**src/rtl/riscv_pkg.sv**
```systemverilog
// Shared pipeline definitions: widths, writeback result select and load funct3 codes.
package riscv_pkg;
  localparam int XLEN = 32;
  localparam int ADDR = 5;

  typedef enum logic [1:0] {
    WB_ALU = 2'b00,
    WB_MEM = 2'b01,
    WB_PC4 = 2'b10
  } wb_sel_e;

  localparam logic [2:0] F3_LB  = 3'b000;
  localparam logic [2:0] F3_LH  = 3'b001;
  localparam logic [2:0] F3_LW  = 3'b010;
  localparam logic [2:0] F3_LBU = 3'b100;
  localparam logic [2:0] F3_LHU = 3'b101;
endpackage

```
**src/rtl/writeback_stage_load_align.sv**
```systemverilog
// Combinational load extractor: picks byte/half/word from an aligned memory word and extends it.
module load_align
  import riscv_pkg::*;
(
  input  logic [XLEN-1:0] word,
  input  logic [1:0]      offset,
  input  logic [2:0]      funct3,
  output logic [XLEN-1:0] data,
  output logic            misaligned,
  output logic            illegal
);
  logic [7:0]  byte_v;
  logic [15:0] half_v;

  assign byte_v = word[{offset, 3'b000} +: 8];
  assign half_v = offset[1] ? word[31:16] : word[15:0];

  always_comb begin
    data       = '0;
    misaligned = 1'b0;
    illegal    = 1'b0;
    case (funct3)
      F3_LB:  data = {{(XLEN-8){byte_v[7]}}, byte_v};
      F3_LBU: data = {{(XLEN-8){1'b0}}, byte_v};
      F3_LH: begin
        data       = {{(XLEN-16){half_v[15]}}, half_v};
        misaligned = offset[0];
      end
      F3_LHU: begin
        data       = {{(XLEN-16){1'b0}}, half_v};
        misaligned = offset[0];
      end
      F3_LW: begin
        data       = word;
        misaligned = (offset != 2'b00);
      end
      default: illegal = 1'b1;
    endcase
  end
endmodule

```
**src/rtl/writeback_stage.sv**
```systemverilog
// Final pipeline stage: MEM/WB register, result select, register-file write port and retire counter.
module writeback_stage
  import riscv_pkg::*;
(
  input  logic            clk,
  input  logic            rst,
  input  logic            mem_valid,
  output logic            mem_ready,
  input  logic            wb_stall,
  input  logic            wb_flush,
  input  logic            mem_reg_write,
  input  logic [ADDR-1:0] mem_rd_addr,
  input  logic [1:0]      mem_wb_sel,
  input  logic [2:0]      mem_funct3,
  input  logic [XLEN-1:0] mem_alu_result,
  input  logic [XLEN-1:0] mem_load_data,
  input  logic [XLEN-1:0] mem_pc_plus4,
  output logic            write_en,
  output logic [ADDR-1:0] rd_addr,
  output logic [XLEN-1:0] rd_data,
  output logic            fwd_valid,
  output logic            load_fault,
  output logic [63:0]     instret
);
  // Handshake: a transfer happens on a rising edge where mem_valid && mem_ready,
  // unless wb_flush is high that cycle; every other cycle loads a bubble (no hold).
  logic            accept;
  logic [XLEN-1:0] load_value;
  logic            misaligned;
  logic            illegal;
  logic            fault;
  logic [XLEN-1:0] result;

  logic            we_q;
  logic            fault_q;
  logic [ADDR-1:0] rd_addr_q;
  logic [XLEN-1:0] rd_data_q;
  logic [63:0]     instret_q;

  assign mem_ready = !wb_stall;
  assign accept    = mem_valid && mem_ready && !wb_flush;

  load_align u_load_align (
    .word       (mem_load_data),
    .offset     (mem_alu_result[1:0]),
    .funct3     (mem_funct3),
    .data       (load_value),
    .misaligned (misaligned),
    .illegal    (illegal)
  );

  assign fault = (mem_wb_sel == WB_MEM) && (misaligned || illegal);

  always_comb begin
    result = mem_alu_result;
    case (mem_wb_sel)
      WB_MEM:  result = load_value;
      WB_PC4:  result = mem_pc_plus4;
      default: result = mem_alu_result;
    endcase
  end

  always_ff @(posedge clk or posedge rst) begin
    if (rst) begin
      we_q      <= 1'b0;
      fault_q   <= 1'b0;
      rd_addr_q <= '0;
      rd_data_q <= '0;
      instret_q <= '0;
    end else if (accept) begin
      we_q      <= mem_reg_write && (mem_rd_addr != '0) && !fault;
      fault_q   <= fault;
      rd_addr_q <= mem_rd_addr;
      rd_data_q <= result;
      if (!fault) instret_q <= instret_q + 64'd1;
    end else begin
      we_q      <= 1'b0;
      fault_q   <= 1'b0;
      rd_addr_q <= '0;
      rd_data_q <= '0;
    end
  end

  assign write_en   = we_q;
  assign fwd_valid  = we_q;
  assign rd_addr    = rd_addr_q;
  assign rd_data    = rd_data_q;
  assign load_fault = fault_q;
  assign instret    = instret_q;
endmodule

```
**config.mk**
```make
export PLATFORM = sky130hd
export DESIGN_NAME = writeback_stage
export DESIGN_NICKNAME = d
export VERILOG_FILES = /design/src/rtl/riscv_pkg.sv /design/src/rtl/writeback_stage_load_align.sv /design/src/rtl/writeback_stage.sv
export SDC_FILE = /design/constraint.sdc
export NUM_CORES = 1
export LEC_CHECK = 0
export BUFFER_PORTS_ARGS = -buffer_cell sky130_fd_sc_hd__buf_2
export CAP_MARGIN = 20
export CORE_MARGIN = 1.5
export CORE_UTILIZATION = 49
export CTS_CLUSTER_SIZE = 14
export DETAILED_ROUTE_END_ITERATION = 7
export PLACE_DENSITY_LB_ADDON = 0.05
export SETUP_SLACK_MARGIN = 0.15
export SKIP_CTS_REPAIR_TIMING = 1
export SLEW_MARGIN = 20
export SYNTH_ARGS = -nofsm -noshare
export SYNTH_HDL_FRONTEND = slang
export SYNTH_SLANG_ARGS = --single-unit
export TNS_END_PERCENT = 5
```
**constraint.sdc**
```tcl
create_clock -name clk -period 4.16 [get_ports clk]
set_input_delay 0.416 -clock clk [delete_from_list [all_inputs] [get_ports clk]]
set_output_delay 0.416 -clock clk [all_outputs]
set_load 0.01 [all_outputs]
```
Yosys cells after proc, flatten, opt, wreduce, memory -nomap -nowiden
Index checks and enable logic that the tools add are counted.
Widths: inputs -> output; s select.
{"block": "totals", "register_bits": 103, "out_inout_bits": 105, "in_bits": 112}
{"block": "op_classes", "n_addsub": 1, "eq_ne": 6, "shift": 1, "n_reduce_logical": 15, "muxes": 9, "n_bitwise": 1}
{"operator": "$pmux 32 s5", "n": 1}
{"operator": "$add 64x1->64 const B", "n": 1}
{"operator": "$pmux 32 s2", "n": 1}
{"operator": "$mux 32", "n": 1}
{"operator": "$shiftx 32x6->8", "n": 1}
{"operator": "$mux 16", "n": 1}
{"operator": "$eq 3x3->1 const B", "n": 2}
{"operator": "$logic_and 1x1->1", "n": 5}
{"operator": "$mux 5", "n": 1}
{"operator": "$reduce_bool 5->1", "n": 1}
{"operator": "$reduce_or 5->1", "n": 1}
{"operator": "$eq 3x1->1 const B", "n": 1}
{"operator": "$eq 3x2->1 const B", "n": 1}
{"operator": "$logic_not 1->1", "n": 3}
{"operator": "$logic_not 3->1", "n": 1}
{"operator": "$mux 1", "n": 3}
{"operator": "$eq 2x1->1 const B", "n": 1}
{"operator": "$eq 2x2->1 const B", "n": 1}
{"operator": "$pmux 1 s2", "n": 1}
{"operator": "$reduce_and 2->1", "n": 1}
{"operator": "$reduce_bool 2->1", "n": 1}
{"operator": "$reduce_or 2->1", "n": 1}
{"operator": "$logic_or 1x1->1", "n": 1}
{"operator": "$not 1->1", "n": 1}

Logic depth before layout (Yosys ltp)
{"block": "logic_depth", "depth_word": 8, "ltp_mapped": 8, "ltp_nobuf": 7}

Modules after synthesis
A second synthesis with hierarchy kept.
{"block": "hier_totals", "cells_unflattened": 577, "area_unflattened_um2": 5540.3}
{"module": "writeback_stage", "cells_each": 480, "area_each_um2": 4874.7, "seq_area_each_um2": 2577.5, "instances": 1}
{"module": "load_align", "cells_each": 97, "area_each_um2": 665.6, "seq_area_each_um2": 0.0, "instances": 1}

Worst setup path after synthesis
OpenSTA, ideal clock, no wires.
{"block": "synth_timing", "path_kind": "input port to flip-flop", "startpoint": "in mem_alu_result[0]", "endpoint": "reg instret_q[53] (netlist: instret[53])", "required_time_ns": 4.081, "path_buffers": 2, "setup_slack_ns": 2.083, "path_stages": 7, "t_arrival_ns": 1.998, "cell_sequence": "clkbuf_1 o311a_4 nor4b_4 nand4_4 buf_6 nor4_4 xor2_1"}
{"block": "synth_via", "elab_chain_len": 6}
{"item": "start, declared", "line_no": "writeback_stage.sv:15", "source": "input logic [XLEN-1:0] mem_alu_result,"}
{"item": "$reduce_bool 2->1", "line_no": "writeback_stage_load_align.sv:35", "source": "misaligned = (offset != 2'b00);"}
{"item": "$pmux 1 s2 *", "line_no": "writeback_stage_load_align.sv:22", "source": "case (funct3)"}
{"item": "$logic_or 1x1->1 *", "line_no": "writeback_stage.sv:52", "source": "assign fault = (mem_wb_sel == WB_MEM) && (misaligned || illegal);"}
{"item": "$logic_and 1x1->1 *", "line_no": "writeback_stage.sv:52"}
{"item": "$not 1->1 (no line) *"}
{"item": "$reduce_and 2->1 (no line) *"}
{"item": "end signal, assigned", "line_no": "writeback_stage.sv:75", "source": "if (!fault) instret_q <= instret_q + 64'd1;"}
{"item": "end, declared", "line_no": "writeback_stage.sv:38", "source": "logic [63:0] instret_q;"}
Every way passes the cells marked *; elsewhere a longest branch is shown, timed or not.
A chain may end at the register's enable or synchronous reset.

Worst setup path in the final report
{"block": "layout_timing", "startpoint": "reg instret_q[10] (netlist: instret[10])", "endpoint": "reg instret_q[60] (netlist: instret[60])"}
{"block": "layout_via", "elab_chain_len": 1}
{"item": "$add 64x1->64", "line_no": "writeback_stage.sv:75"}
No other way between the ends.

==> out/qor.yml <==
synthesis.yosys.warnings: 0
postSynthNetCount: 653
power.leakage_nw: 3.58
detail_route.iter0.violations: 405
post-place-ws_ns: 1.44
dp_hpwl_um: 11900
cts_root_buf: "sky130_fd_sc_hd__clkbuf_8"
cts-buffers-inserted: 9
die_width_um: 108
max_cap_viol_count: 0
worstSetupPathType: "flop to flop"
synthToLayoutAreaGrowth_pct: 25.5
layout-drive-gt1-share_pct: 33.6
placement.cell_area_mm2: 0.00651
mean_post_synth_cell_area_um2: 9.96
core_mm2: 0.0105
syn_area_mm2: 0.00536
synth_async_sr_flop_share_pct: 100
number_of_buffer_cells_added_on_primary_ports: 216
initial_antenna_violation_count: 0
sequential_cell_area_fraction_in_the_yosys_report_pct: 48.1
peakVddDrop_mv: 0.234
rsz0062_at_grt: "false"
die_area_mm2: 0.0116
timing.final.setup_violations: 0
most-common-layout-cells: "sky130_fd_sc_hd__buf_2, sky130_fd_sc_hd__dfrtp_1, sky130_fd_sc_hd__nand2_1"
hold_path_class: "input port to flop"
cts_num_sinks: 103
clock_tree_from_tritoncts: "done"
clock_tree.buffer_depth: 2
actual_transition_at_the_worst_max_transition_pin_ns: 0.989
routed_wl_per_cell_um: 18.1
max_stage_delay_ns: 0.64
design_area_mm2: 0.00673
cell_count_after_synthesis: 538
final_util_pct: 64.3
worst_setup_path_end_kind: "flop"
synth_ff_type: "sky130_fd_sc_hd__dfrtp_1"
level_count_of_the_clock_h_tree: 3
drt_pass_1_iters: 5
die_height_um: 108
final.period_utilization_pct: 63.5
achievable-frequency_ghz: 0.378
cp_slowest_cell: "sky130_fd_sc_hd__nor4_2"
critPathMaxFanout: 11
routed-via-count: 5131
first_global_vias: 4919
setup_tns_ns: 0
io_pins: 217
worst_setup_hold_path_clk_slew_ns: 0.10
rows: 37
worst_skew_late_latency_ns: 0.37
grt_first_pass_wirelength_um: 25300
yosys_register_bits: 103
grt_overflow: 0
diodes: 0
critical_path.cell_chain: "nand3_1, nor4_2, nand4_1, nor4_1, xor2_1"
relSlewSlack_pct: 34.1
route.antenna.remaining_nets: 0
timing.final.ws_setup_ns: 1.52
critPathArrivalTime_ns: 2.94
detail_route.drc_violations: 0
finalMaxSlewViolations: 0
finalWeightedCongestion: 0.884
finalClockSkew_ns: 0.00704
powerDensity_mw_per_mm2: 307
worst_ep_required_time_ns: 4.46
layout_min_cycle_time_ns: 2.64
synth_enable_flop_cells: 0
post_drt_via_cell_ratio: 5.82
hold_slack_ns: 0.262
grt_usage_pct: 28.0
most_common_library_cell_in_the_layout_ignoring_fill_and_taps: "sky130_fd_sc_hd__buf_2"
final_net_count: 855
grt_max_degree: 79
hold_viol: 0
initial_utilization_pct: 51.2
outcome: "finished, final reports clean"
startpoint_type: "flop"
netlist-cell-type-count: 48
detail_route.wirelength_um: 16000
## worst paths after layout
| check | from | to | slack (ns) | depth (start not counted) |
|---|---|---|---|---|
| worst max register to register | instret[10] | instret[60] | 1.52 | 5 |
| max in group asynchronous | rst | instret[1] | 2.98 | 3 |
| worst min register to register | instret[63] | instret[63] | 0.47 | 1 |
| worst max-delay path | instret[10] | instret[60] | 1.52 | 5 |
| worst min-delay path | mem_reg_write | fwd_valid | 0.26 | 2 |
| min in group asynchronous | rst | instret[63] | 0.27 | 2 |
## report_power, final
group / total, mW / internal [mW] / leakage (nW) / switching (mW)
clock: 0.689 / 0.339 / 0.110 / 0.350
sequential: 1.06 / 1.03 / 1.40 / 0.0292
combinational: 0.318 / 0.126 / 2.07 / 0.191
total: 2.07 / 1.50 / 3.58 / 0.570
## synthesized netlist by cell type, types with 3 or more instances
cell | instances | share of area, %
sky130_fd_sc_hd__nor3_1 | 26 | 2.4
sky130_fd_sc_hd__a222oi_1 | 8 | 1.5
sky130_fd_sc_hd__a221o_1 | 3 | 0.56
sky130_fd_sc_hd__a211oi_1 | 9 | 1.3
sky130_fd_sc_hd__a21oi_1 | 21 | 2.0
sky130_fd_sc_hd__xnor2_1 | 19 | 3.1
sky130_fd_sc_hd__nor4_1 | 13 | 1.5
sky130_fd_sc_hd__dfrtp_1 | 103 | 48
sky130_fd_sc_hd__nor2_1 | 29 | 2.0
sky130_fd_sc_hd__and3_1 | 7 | 0.82
sky130_fd_sc_hd__nor3b_1 | 3 | 0.42
sky130_fd_sc_hd__clkbuf_1 | 23 | 1.6
sky130_fd_sc_hd__a32oi_1 | 5 | 0.82
sky130_fd_sc_hd__and2_1 | 13 | 1.5
sky130_fd_sc_hd__inv_1 | 31 | 2.2
sky130_fd_sc_hd__buf_2 | 3 | 0.28
sky130_fd_sc_hd__nand4_1 | 22 | 2.6
sky130_fd_sc_hd__ha_1 | 3 | 0.70
sky130_fd_sc_hd__nand2_1 | 46 | 3.2
sky130_fd_sc_hd__a221oi_1 | 27 | 4.4
sky130_fd_sc_hd__nand3_1 | 22 | 2.1
sky130_fd_sc_hd__mux2_2 | 3 | 0.63
sky130_fd_sc_hd__buf_6 | 3 | 0.63
sky130_fd_sc_hd__a22oi_1 | 16 | 2.2
sky130_fd_sc_hd__o21ai_0 | 7 | 0.65
sky130_fd_sc_hd__xor2_1 | 44 | 7.2
sky130_fd_sc_hd__nand2b_1 | 4 | 0.47
## routing by layer
layer	GRT usage, %	vias up	wire [µm]
li1	-	2370	-
met1	38.2	2473	6630
met2	44.8	271	7820
met3	6.72	17	1350
met4	7.71	0	172
met5	0	-	0
## state kept, by name (all words and copies together) (netlist names)
| signal | cells |
|---|---|
| instret | 64 |
| rd_addr | 5 |
| fwd_valid | 1 |
| load_fault | 1 |
| rd_data | 32 |
## stage by stage
| stage | std cells | power, mW |
|---|---|---|
| 3_3_place_gp | 865 | 1.39 |
| 6_report | 881 | 2.07 |
| 3_5_place_dp | 865 | 1.40 |
| 5_1_grt | 881 | 2.16 |
| 4_1_cts | 881 | 2.07 |
| 2_1_floorplan | 538 | 1.25 |
## critical path, delay by kind of cell, from the launching register on
kind / cells / cell delay [ns]
XOR/XNOR: 1 / 0.17
flip-flops: 1 / 0.43
AND/OR/NAND/NOR: 4 / 1.98
## cell families after synthesis
family / share of synthesized area [%]
compound gates: 14.9
xor+xnor: 10.3
fa+ha+maj: 0.701
buf+inv: 4.90
flops: 48.1
mux: 1.24
simple gates: 19.8
## area by class of cell
cell class	instances	area (µm²)
Fill cell	925	3740
Multi-Input combinational cell	373	2520
Clock inverter	6	83.8
Timing Repair Buffer	222	1130
Inverter	31	119
Sequential cell	103	2580
Clock buffer	10	128
Tap cell	136	170
No activity file was read; power rests on OpenSTA's default activity.
